==> src/rtl/nfc_command_getfeature.sv <==
// nfc_command_getfeature: ONFI GET FEATURES (EEh) sequencer between the way dispatcher and the ACG.
// Optional R/B# wait timeout with oTimeout output when NFC_GETFEATURE_TIMEOUT_EN is defined.
module nfc_command_getfeature #(
    parameter int         NumberOfWays = 4,
    parameter logic [5:0] CommandID    = 6'b000011,
    parameter logic [4:0] TargetID     = 5'b00101
) (
    input  logic                    iSystemClock,
    input  logic                    iReset,
    input  logic [5:0]              iOpcode,
    input  logic                    iCMDValid,
    output logic                    oCMDReady,
    input  logic [NumberOfWays-1:0] iWaySelect,
    input  logic [7:0]              iFeatureAddr,
    output logic                    oStart,
    output logic                    oLastStep,
    output logic [31:0]             oFeature,
    output logic                    oFeatureValid,
`ifdef NFC_GETFEATURE_TIMEOUT_EN
    output logic                    oTimeout,
`endif
    output logic [7:0]              oACG_Command,
    output logic [2:0]              oACG_CommandOption,
    input  logic [7:0]              iACG_Ready,
    input  logic [7:0]              iACG_LastStep,
    output logic [NumberOfWays-1:0] oACG_TargetWay,
    output logic [15:0]             oACG_NumOfData,
    output logic                    oACG_CASelect,
    output logic [39:0]             oACG_CAData,
    input  logic [15:0]             iACG_ReadData,
    input  logic                    iACG_ReadLast,
    input  logic                    iACG_ReadValid,
    output logic                    oACG_ReadReady,
    input  logic [NumberOfWays-1:0] iACG_ReadyBusy
);
    typedef enum logic [3:0] {
        S_RESET, S_READY, S_CMDLatch, S_CMDIssue, S_ADDRIssue,
        S_WaitRBLow, S_WaitRBHigh, S_DATARead, S_Done
    } state_t;
    state_t      rState, wNext;
    logic [7:0]  rFeatureAddr;
    logic        rRB1, rRB2;
    logic [1:0]  rWordCnt;
    logic        wACGReady, wAccept, wBeat, wTimeout, wInWait;
    logic [7:0]  wCommand;
    logic [15:0] wNumOfData;
    logic        wCASelect;
    logic [39:0] wCAData;
    logic        wUnused;
    assign oStart             = (iOpcode == CommandID) & iCMDValid;
    assign wAccept            = (rState == S_READY) & oStart;
    assign wBeat              = iACG_ReadValid & oACG_ReadReady & (rState == S_DATARead);
    assign wInWait            = (rState == S_WaitRBLow) | (rState == S_WaitRBHigh);
    assign wACGReady          = iACG_Ready[6:0] == 7'h7F;
    assign oACG_CommandOption = 3'b000;
    assign wUnused = ^{wACGReady, iACG_Ready[7], iACG_LastStep[7], iACG_LastStep[5],
                       iACG_LastStep[3:0], iACG_ReadLast, TargetID};
`ifdef NFC_GETFEATURE_TIMEOUT_EN
    logic [19:0] rTimer;
    assign wTimeout = wInWait & (rTimer == 20'hFFFFF);
    always_ff @(posedge iSystemClock or posedge iReset)
        if (iReset) begin
            rTimer   <= 20'h0;
            oTimeout <= 1'b0;
        end else begin
            rTimer   <= wInWait ? rTimer + 20'h1 : 20'h0;
            oTimeout <= wTimeout;
        end
`else
    assign wTimeout = 1'b0;
`endif
    always_ff @(posedge iSystemClock or posedge iReset)
        if (iReset) rState <= S_RESET;
        else        rState <= wNext;
    always_comb begin
        wNext = rState;
        case (rState)
            S_RESET:      wNext = S_READY;
            S_READY:      wNext = oStart ? S_CMDLatch : S_READY;
            S_CMDLatch:   wNext = S_CMDIssue;
            S_CMDIssue:   wNext = iACG_LastStep[6] ? S_ADDRIssue : S_CMDIssue;
            S_ADDRIssue:  wNext = iACG_LastStep[6] ? S_WaitRBLow : S_ADDRIssue;
            S_WaitRBLow:  wNext = wTimeout ? S_Done : (!rRB2 ? S_WaitRBHigh : S_WaitRBLow);
            S_WaitRBHigh: wNext = wTimeout ? S_Done : (rRB2 ? S_DATARead : S_WaitRBHigh);
            S_DATARead:   wNext = iACG_LastStep[4] ? S_Done : S_DATARead;
            S_Done:       wNext = S_READY;
            default:      wNext = S_RESET;
        endcase
    end
    // ACG outputs are decoded from the next state so they line up with the state they belong to
    always_comb begin
        wCommand   = (wNext == S_CMDIssue || wNext == S_ADDRIssue) ? 8'h40 :
                     (wNext == S_DATARead) ? 8'h10 : 8'h00;
        wNumOfData = (wNext == S_CMDIssue || wNext == S_ADDRIssue) ? 16'd1 :
                     (wNext == S_DATARead) ? 16'd4 : 16'd0;
        wCASelect  = !(wNext == S_ADDRIssue || wNext == S_DATARead);
        wCAData    = (wNext == S_CMDIssue)  ? {8'hEE, 32'h0} :
                     (wNext == S_ADDRIssue) ? {rFeatureAddr, 32'h0} : 40'h0;
    end
    always_ff @(posedge iSystemClock or posedge iReset)
        if (iReset) begin
            oCMDReady      <= 1'b1;
            oLastStep      <= 1'b0;
            oFeatureValid  <= 1'b0;
            oACG_Command   <= 8'h0;
            oACG_TargetWay <= '0;
            oACG_NumOfData <= 16'h0;
            oACG_CASelect  <= 1'b1;
            oACG_CAData    <= 40'h0;
            oACG_ReadReady <= 1'b0;
            rFeatureAddr   <= 8'h0;
        end else begin
            oCMDReady      <= wNext == S_READY;
            oLastStep      <= wNext == S_Done;
            oFeatureValid  <= (wNext == S_Done && !wTimeout) ? 1'b1 : wAccept ? 1'b0 : oFeatureValid;
            oACG_Command   <= wCommand;
            oACG_TargetWay <= (rState == S_READY || rState == S_CMDLatch) ? iWaySelect : oACG_TargetWay;
            oACG_NumOfData <= wNumOfData;
            oACG_CASelect  <= wCASelect;
            oACG_CAData    <= wCAData;
            oACG_ReadReady <= wNext == S_DATARead;
            rFeatureAddr   <= wAccept ? iFeatureAddr : rFeatureAddr;
        end
    // R/B# passes through two flops before the FSM looks at it
    always_ff @(posedge iSystemClock or posedge iReset)
        if (iReset) begin
            rRB1 <= 1'b0;
            rRB2 <= 1'b0;
        end else begin
            rRB1 <= |(oACG_TargetWay & iACG_ReadyBusy);
            rRB2 <= rRB1;
        end
    always_ff @(posedge iSystemClock or posedge iReset)
        if (iReset) begin
            rWordCnt <= 2'd0;
            oFeature <= 32'h0;
        end else begin
            rWordCnt <= (rState != S_DATARead) ? 2'd0 : (wBeat && rWordCnt != 2'd2) ? rWordCnt + 2'd1 : rWordCnt;
            if (wBeat && rWordCnt == 2'd0) oFeature[31:16] <= iACG_ReadData;
            if (wBeat && rWordCnt == 2'd1) oFeature[15:0]  <= iACG_ReadData;
        end
endmodule
==> config.mk <==
export PLATFORM = sky130hd
export DESIGN_NAME = nfc_command_getfeature
export DESIGN_NICKNAME = d
export VERILOG_FILES = /design/src/rtl/nfc_command_getfeature.sv
export SDC_FILE = /design/constraint.sdc
export NUM_CORES = 1
export LEC_CHECK = 0
export ABC_CLOCK_PERIOD_IN_PS = 2700
export BUFFER_PORTS_ARGS = -buffer_cell sky130_fd_sc_hd__buf_2
export CAP_MARGIN = 0
export CELL_PAD_IN_SITES_DETAIL_PLACEMENT = 1
export CELL_PAD_IN_SITES_GLOBAL_PLACEMENT = 1
export CORE_MARGIN = 4
export CORE_UTILIZATION = 36
export DETAILED_ROUTE_END_ITERATION = 16
export HOLD_SLACK_MARGIN = 0.06
export PLACE_DENSITY = 0.82
export SLEW_MARGIN = 40
export SYNTH_ARGS = -nofsm -noshare
export SYNTH_HDL_FRONTEND = slang
export SYNTH_SLANG_ARGS = --single-unit
export TNS_END_PERCENT = 5
==> constraint.sdc <==
create_clock -name iSystemClock -period 2.7 [get_ports iSystemClock]
set_clock_uncertainty 0.05 [all_clocks]
set_input_delay 0.135 -clock iSystemClock [delete_from_list [all_inputs] [get_ports iSystemClock]]
set_output_delay 0.135 -clock iSystemClock [all_outputs]
set_load 0.05 [all_outputs]
# --- Word level (Yosys, flattened, before mapping) ---
# Cells that the tools add are included.
word_totals:
  regBits: 107
  input_bits: 59
  output_inout_bits: 109
  wordCells: 69
op_classes:
  n_addsub: 1
  n_eq_ne: 17
  n_mux: 17
  n_bitwise: 5
  n_reduce_logical: 13
ops:
  columns: ["op", "count"]
  rows:
  - ["40-bit two-way mux", 2]
  - ["4-bit one-hot mux with 8 select lines", 1]
  - ["4-bit by 3-bit == test with 1-bit output (second input constant)", 6]
  - ["4-bit by 2-bit == test with 1-bit output (second input constant)", 3]
  - ["3-bit two-way mux", 3]
  - ["4-bit by 1-bit == test with 1-bit output (second input constant)", 2]
  - ["4-bit == test (second input constant)", 2]
  - ["2-bit two-way mux", 4]
  - ["7-bit two-way mux", 1]
  - ["6-bit by 2-bit == test with 1-bit output (second input constant)", 1]
  - ["5-bit two-way mux", 1]
  - ["1-bit bitwise AND", 4]
  - ["4-bit bitwise AND", 1]
  - ["4-bit logical NOT", 1]
  - ["1-bit two-way mux", 4]
  - ["4-bit two-way mux", 1]
  - ["4-bit by 3-bit != test with 1-bit output (second input constant)", 1]
  - ["2-bit nonzero test", 2]
  - ["4-bit OR reduction", 1]
  - ["1-bit logical AND", 3]
  - ["1-bit logical OR", 3]
  - ["2-bit by 1-bit adder with 2-bit output (second input constant)", 1]
  - ["2-bit by 1-bit == test with 1-bit output (second input constant)", 1]
  - ["2-bit logical NOT", 1]
  - ["other kinds (3)", 3]

# --- Longest topological paths before layout ---
# Gate-level depths: netlist (run 1).
logic_depth:
  depth_word: 7
  mapped_depth: 6
  mapped_depth_nobuf: 5

# --- Worst setup path before layout (run 1) ---
# No wires, ideal clock.
synth_path:
  path_type: "in2reg"
  from: "input iOpcode[2]"
  to: "register oACG_CAData[33]"
  setup_ns: 0.083
  arrival_ns: 1.882
  required_ns: 2.567
  setup_slack_ns: 0.686
  stages: 6
  path_buffers: 1
  cell_sequence: "or4b_4 > nor2b_4 > o211ai_4 > or4_4 > buf_6 > o22ai_1"
synth_between:
  elab_chain_len: 7
  elab_cells_between_ends: 8
  classes_between: "eq/ne: 3; mux: 4; bitwise: 1"
synth_rtl:
  columns: ["item", "line", "text"]
  rows:
  - ["start: declaration", "10", "input logic [5:0] iOpcode,"]
  - ["6-bit by 2-bit == test with 1-bit output *", "50", "assign oStart = (iOpcode == CommandID) & iCMDValid;"]
  - ["1-bit bitwise AND *", "50", null]
  - ["named net oStart", "15", "output logic oStart,"]
  - ["2-bit two-way mux *", "79", "S_READY: wNext = oStart ? S_CMDLatch : S_READY;"]
  - ["4-bit one-hot mux with 8 select lines *", "77", "case (rState)"]
  - ["4-bit by 3-bit == test with 1-bit output", "98", "(wNext == S_ADDRIssue) ? {rFeatureAddr, 32'h0} : 40'h0;"]
  - ["40-bit two-way mux", "98", null]
  - ["40-bit two-way mux *", "97", "wCAData = (wNext == S_CMDIssue) ? {8'hEE, 32'h0} :"]
  - ["named net wCAData[33]", "48", "logic [39:0] wCAData;"]
  - ["end signal: assignment", "120", "oACG_CAData <= wCAData;"]
  - ["end: declaration", "29", "output logic [39:0] oACG_CAData,"]
# Mark *: on every way through the listed nets, which the timed path passes. The rest lies on a longest branch.
# A chain may end at the register's enable or synchronous reset.

# --- Worst setup path in the final report (run 1) ---
layout_path:
  from: "register rState[2]"
  to: "register oFeature[31]"
layout_between:
  elab_chain_len: 3
layout_rtl:
  columns: ["item", "line", "text"]
  rows:
  - ["start: declaration", "40", "state_t rState, wNext;"]
  - ["start signal: assignment", "74", "else rState <= wNext;"]
  - ["4-bit by 3-bit == test with 1-bit output", "52", "assign wBeat = iACG_ReadValid & oACG_ReadReady & (rState == S_DATARead);"]
  - ["1-bit bitwise AND", "52", null]
  - ["1-bit logical AND", "139", "if (wBeat && rWordCnt == 2'd0) oFeature[31:16] <= iACG_ReadData;"]
  - ["end signal: assignment", "139", null]
  - ["end: declaration", "17", "output logic [31:0] oFeature,"]
# Every way passes these cells.

==> flow_summary.json, run 1 <==
{
  "outcome": "complete, no violations",
  "critPathCaptureType": "flop",
  "dr_wl_met2_um": 3570,
  "critPathLaunchType": "flop",
  "gp_congestion": 0.771,
  "dr_wl_met3_um": 619,
  "worst_pin_slew_ns": 0.746,
  "wirelength_um": 7300,
  "cts_sinks": 67,
  "multi_input_area_mm2": 0.00113,
  "slowest_stage": "dfrtp_1",
  "grt-ovfl-total": 0,
  "syn_area_mm2": 0.00311,
  "fp.dieH_um": 101,
  "final.period_utilization": 0.822,
  "crit_chain": "nor2b_1 > nand3_1 > nor2_1 > nand2_1 > mux2_2",
  "core_mm2": 0.00830,
  "die_w_um": 101,
  "fin_crit_ns": 2.22,
  "grt_max_degree": 36,
  "dieArea_mm2": 0.0102,
  "dr.pass1.iters": 3,
  "first_iter_violations": 37,
  "clockBufferDepth": 2,
  "numCtsBuffers": 9,
  "io_pins": 168,
  "area_delta_synth_final_pct": 29.0,
  "drv_cap": 0,
  "utilization": 0.484,
  "ir_worst_vdd_v": 0.000471,
  "crit_fanout": 16,
  "met1_length_um": 3020,
  "drive_above_1_share": 0.436,
  "grt_usage": 0.146,
  "yosys_warnings": 0,
  "fin_tns_setup_ns": 0,
  "power.leakage_nw": 2.21,
  "power_density_mw_per_mm2": 885,
  "start_util": 0.375,
  "crit_type": "flop to flop",
  "ys_seq_elements": 67,
  "worst-path-buf-inv": 0,
  "clkTransAtPathRegs_ns": 0.07,
  "nNetsFinal": 449,
  "dp_hpwl_um": 5220,
  "dr.max_layer_used": "met4",
  "postRouteAntennaNets": 0,
  "max_stage_delay_ns": 0.47,
  "cts_root_buf": "clkbuf_8",
  "seqCellArea_mm2": 0.00168,
  "hp-class": "primary input to flop",
  "arrival_ns": 2.39,
  "setup_viol": 0,
  "drt_drc_violations_left": 0,
  "vias": 2187,
  "antenna_cells": 0,
  "cts_tree": "yes",
  "final_hold_viol_count": 0,
  "rsz0062_at_grt": "no",
  "antenna_found_initial": 0,
  "grt_pass1_wl_um": 11500,
  "fmax_ghz": 0.451,
  "rows": 33,
  "insertion_delay_ns": 0.33,
  "avgViaCountPerCell": 4.40,
  "avgSynthCellArea_um2": 12.4,
  "ys_types": 35,
  "drv_slew": 0,
  "cp.required_ns": 2.87,
  "p_total_mw": 3.55,
  "cts_resized": 0,
  "ys_seq_area_frac": 0.539,
  "cp_top_family": "simple AND/OR/NAND/NOR gates",
  "h-tree-depth": 3,
  "synthCells": 251,
  "slew-limit-headroom": 0.501,
  "wire_per_inst_um": 14.7,
  "nFillCells": 923,
  "io_buffer_count": 97,
  "first_global_vias": 2305
}
-- logic make-up after synthesis --
group | after synthesis | share of synthesized area
xor+xnor | 1 | 0.00281
simple gates | 37 | 0.0683
flops | 67 | 0.539
compound gates | 22 | 0.0510
mux | 45 | 0.162
other cells | 1 | 0.00120
fa+ha+maj | 3 | 0.0121
buf+inv | 75 | 0.163
-- per-stage QoR --
| stage | area [um^2] | setup slack, ns | std cells | hold WS (ns) |
|---|---|---|---|---|
| 6_report | 4020 | 0.481 | 497 | 0.258 |
| 2_1_floorplan | 3320 | 0.686 | 305 | 0.209 |
| 4_1_cts | 4010 | 0.428 | 497 | 0.248 |
| 3_3_place_gp | 3510 | 0.548 | 448 | 0.243 |
| 5_1_grt | 4020 | 0.206 | 497 | 0.301 |
| 3_5_place_dp | 3510 | 0.440 | 448 | 0.262 |
-- registers in the layout (all words and copies together), names as in the netlist, 2 cells and up --
| register | count |
|---|---|
| rWordCnt | 2 |
| rFeatureAddr | 8 |
| oACG_TargetWay | 4 |
| oFeature | 32 |
| rState | 4 |
| oACG_CAData | 8 |
-- worst paths after layout --
path                           startpoint            to  slack (ns)  cells past startpoint
max                             rState[2]  oFeature[31]        0.48                      5
min in group asynchronous          iReset  oFeature[30]        0.34                      3
max reg2reg                     rState[2]  oFeature[31]        0.48                      5
max in group asynchronous          iReset     oCMDReady        1.61                      4
min                        iACG_ReadValid   rWordCnt[0]        0.26                      5
min reg2reg                          rRB1          rRB2        0.30                      0
-- Yosys cell counts --
| library cell | count | area, um^2 |
|---|---|---|
| dfrtp_1 | 65 | 1630 |
| buf_4 | 57 | 428 |
| mux2_2 | 44 | 495 |
| inv_1 | 14 | 52.6 |
| nor2_1 | 10 | 37.5 |
| nand2_1 | 7 | 26.3 |
| o22ai_1 | 6 | 37.5 |
| nand3_1 | 5 | 25.0 |
| nor2b_1 | 4 | 25.0 |
| a21o_1 | 3 | 22.5 |
| a21oi_1 | 3 | 15.0 |
| buf_2 | 3 | 15.0 |
| ha_1 | 3 | 37.5 |
| a22oi_1 | 2 | 15.0 |
| dfstp_2 | 2 | 52.6 |
| nand4b_1 | 2 | 17.5 |
| o21ai_0 | 2 | 10.0 |
| or2_2 | 2 | 12.5 |
| a31oi_1 | 1 | 6.26 |
| and3b_1 | 1 | 8.76 |
| buf_6 | 1 | 11.3 |
| conb_1 | 1 | 3.75 |
| mux2i_1 | 1 | 10.0 |
| nand2b_1 | 1 | 6.26 |
| nor2b_4 | 1 | 13.8 |
| nor3b_1 | 1 | 7.51 |
| o211ai_1 | 1 | 7.51 |
| o211ai_4 | 1 | 21.3 |
| o21ai_1 | 1 | 5.00 |
| o21ai_2 | 1 | 8.76 |
| o21ba_2 | 1 | 10.0 |
| or3_2 | 1 | 7.51 |
| or4_4 | 1 | 11.3 |
| or4b_4 | 1 | 13.8 |
| xnor2_1 | 1 | 8.76 |
-- power by group --
group,switching [mW],internal [mW]
sequential,0.132,1.21
clock,0.389,0.358
combinational,1.06,0.408
-- worst reg2reg max path, cell delays in order, from the launching register on --
cell and delay, ns:
dfrtp_1 0.47, nor2b_1 0.21, nand3_1 0.22, nor2_1 0.22, nand2_1 0.47, mux2_2 0.46
-- per-layer routing --
| layer | global-route usage | vias up |
|---|---|---|
| met2 | 0.251 | 108 |
| met1 | 0.175 | 1060 |
| li1 | - | 1011 |
| met3 | 0.0360 | 8 |
| met4 | 0.0583 | 0 |
| met5 | 0 | - |
-- placed cells by master, fill, tap and decap left out, types with 3 or more instances in the layout --
cell,instances
a21o_1,3
nand3_1,5
clkinv_2,4
mux2_2,44
buf_2,97
clkbuf_8,10
dfrtp_1,65
inv_1,13
a21oi_1,3
ha_1,3
nor2_1,10
dlygate4sd3_1,33
conb_1,55
o22ai_1,6
nor2b_1,4
nand2_1,7
-- timing repair --
action / CTS / global route
hold endpoints to repair: 81 / 0
hold buffers: 33 / 0
setup buffers: 0 / 0
-- layout make-up --
type	count	area share
Tap cell	105	0.0327
Timing Repair Buffer	132	0.210
Clock inverter	6	0.00997
Inverter	14	0.0134
Clock buffer	10	0.0343
Sequential cell	67	0.418
Multi-Input combinational cell	163	0.281
Note: power is estimated with default switching activity, not from simulation.
==> inputs of run 2 (changes only) <==
- ABC_AREA: default -> 1
- ABC_CLOCK_PERIOD_IN_PS: 2700 -> 2100
- CORE_UTILIZATION: 36 -> 33
- PLACE_DENSITY: 0.82 -> 0.78
- clock period: 2.7 -> 2.1 ns (I/O delays scaled with it)
==> flow_summary.json, run 2 <==
{
  "clkTransAtPathRegs_ns": 0.07,
  "nNetsFinal": 535,
  "wirelength_um": 8080,
  "rows": 36,
  "final.period_utilization": 0.857,
  "ys_seq_elements": 67,
  "wire_per_inst_um": 13.2,
  "synthTopCellsByArea": "dfrtp_1 (50%), buf_4 (13%), nand2_1 (7.5%), o21ai_0 (5.2%), inv_1 (4.5%)",
  "vias": 2551,
  "drive_above_1_share": 0.320,
  "grt.met3_usage": 0.0294,
  "synthAdderAreaFrac": 0.0115,
  "crit_fanout": 13,
  "p_comb_frac": 0.425,
  "ys_seq_area_frac": 0.515,
  "cts_root_buf": "clkbuf_8",
  "setup_ws_ns": 0.300,
  "placed_cells": 563,
  "worstRegToRegCells": 9,
  "synth_xor_area_frac": 0,
  "critPathLaunchType": "flop",
  "rr_endpoint": "oACG_CASelect",
  "yosysTopAreaCell": "dfrtp_1",
  "cp.required_ns": 2.32,
  "whs_endpoint": "rState[2]",
  "final_cell_mix": "buf_2 (97), nand2_1 (65), dfrtp_1 (65)",
  "largest_register_ffs": 32,
  "critPathCaptureType": "flop",
  "grt_usage": 0.142,
  "nFillCells": 1184,
  "ys_types": 26,
  "dp_hpwl_um": 5840,
  "grt-ovfl-total": 0,
  "core_mm2": 0.00968,
  "final_hold_viol_count": 0,
  "postRouteAntennaNets": 0,
  "drv_slew": 0,
  "reg2reg_slack_ns": 0.30,
  "dr.pass1.iters": 4,
  "utilization": 0.442,
  "placed_cell_area_mm2": 0.00370,
  "insertion_delay_ns": 0.33,
  "numCtsBuffers": 9,
  "multi_input_area_mm2": 0.00116,
  "avgViaCountPerCell": 4.18,
  "top_regs": "oFeature x32, oACG_CAData x8, rFeatureAddr x8",
  "grt_max_degree": 36,
  "antenna_found_initial": 0,
  "ys.flop_type": "dfrtp_1",
  "reg2reg_from": "rState[1]",
  "crit_type": "flop to flop",
  "synthArstFlopShare": 1.00,
  "seqCellArea_mm2": 0.00168,
  "first_global_vias": 2614,
  "arrival_ns": 2.02,
  "yosysTopAreaCellShare": 0.499,
  "fp.dieH_um": 107,
  "synth.mux.area_fraction": 0.0403,
  "instances_no_fill": 611,
  "first_iter_violations": 86,
  "io_buffer_count": 97,
  "start_util": 0.337,
  "min_from": "iACG_LastStep[6]",
  "h-tree-depth": 3,
  "ir_worst_vdd_v": 0.000549,
  "cts_tree": "yes",
  "p_clk_frac": 0.253,
  "power.leakage_nw": 2.50,
  "fin_tns_setup_ns": 0,
  "switching_share": 0.437,
  "intPower_mw": 3.04,
  "hp-class": "primary input to flop",
  "drt_drc_violations_left": 0,
  "die_w_um": 107,
  "fin_crit_ns": 1.80,
  "io_pins": 168,
  "syn_area_mm2": 0.00326,
  "final_common_cell": "buf_2",
  "regMostFlops": "oFeature",
  "outcome": "complete, no violations",
  "synth-edff-count": 0,
  "drv_cap": 0,
  "synth_common_cells": "dfrtp_1 (65), nand2_1 (65), buf_4 (58)",
  "area_delta_synth_final_pct": 31.3,
  "gp_congestion": 0.745,
  "avgSynthCellArea_um2": 9.62,
  "setup_viol": 0,
  "holdWs_ns": 0.163,
  "synth_compound_area_frac": 0.0553,
  "fmax_ghz": 0.556,
  "met1_usage": 0.167,
  "rsz0062_at_grt": "no",
  "final_area_mm2": 0.00428,
  "power_frac_seq": 0.321,
  "synth_top_family_by_area": "buffers and inverters",
  "dieArea_mm2": 0.0115,
  "switchingPower_mw": 2.36,
  "holdPathStages": 3,
  "power_density_mw_per_mm2": 1260,
  "grt_pass1_wl_um": 13000,
  "cts_sinks": 67,
  "busiest_layer": "met2",
  "clockBufferDepth": 2,
  "place_ws_ns": 0.292,
  "synthSimpleGateAreaFrac": 0.187,
  "antenna_cells": 0,
  "met2_usage": 0.251,
  "p_total_mw": 5.40,
  "post_cts_buffers": 0,
  "synthCells": 339,
  "yosys_warnings": 0
}
[run 2: worst max-delay path by stage]
stage	startpoint	end	slack, ns	cells after the start
6_report	rState[1]	oACG_CASelect	0.30	9
5_1_grt	rState[1]	oACG_CASelect	0.13	9
4_1_cts	rState[1]	oACG_CASelect	0.25	9
3_5_place_dp	rState[1]	oACG_CASelect	0.29	8
3_3_place_gp	rState[1]	oACG_CASelect	0.35	8
2_1_floorplan	iReset	oACG_CAData[32]	0.27	1
[run 2: layout make-up]
class | instances | share of cell area
well taps | 133 | 0.0389
multi-input cells | 219 | 0.272
clock buffers | 12 | 0.0386
clock inverters | 4 | 0.0222
repair buffers | 133 | 0.198
inverters | 43 | 0.0377
flip-flops and latches | 67 | 0.392
[run 2: routing by layer]
| metal | routed length, um | part of all wire |
|---|---|---|
| met1 | 3200 | 0.40 |
| met2 | 4260 | 0.53 |
| met3 | 417 | 0.052 |
| met4 | 209 | 0.026 |
| met5 | 0 | 0 |
[run 2: logic make-up after synthesis]
family | Yosys count
buf+inv | 107
simple gates | 115
fa+ha+maj | 3
mux | 10
flops | 67
compound gates | 36
other cells | 1
[run 2: worst max-delay path, cell delays in order (launching register included)]
cell	delay (ns)
dfrtp_1	0.44
inv_2	0.09
nand2_1	0.09
nor2_2	0.15
nand3_2	0.33
nand2_1	0.27
nor2_4	0.08
nand3_2	0.12
nand2_1	0.07
inv_1	0.06
[run 2: power by group through the flow]
stage / Combinational, mW / Clock [mW] / Sequential, mW
detailed placement: 2.25 / 0 / 1.76
global route: 2.47 / 1.47 / 1.77
finish: 2.30 / 1.37 / 1.74
CTS: 2.31 / 1.40 / 1.74
global placement: 2.19 / 0 / 1.74
floorplan: 1.16 / 0 / 2.43
[run 2: what timing repair did]
item                      4_1_cts  5_1_grt
hold buffers                   32        0
gates resized for setup         0        0
hold endpoints to repair       96        0
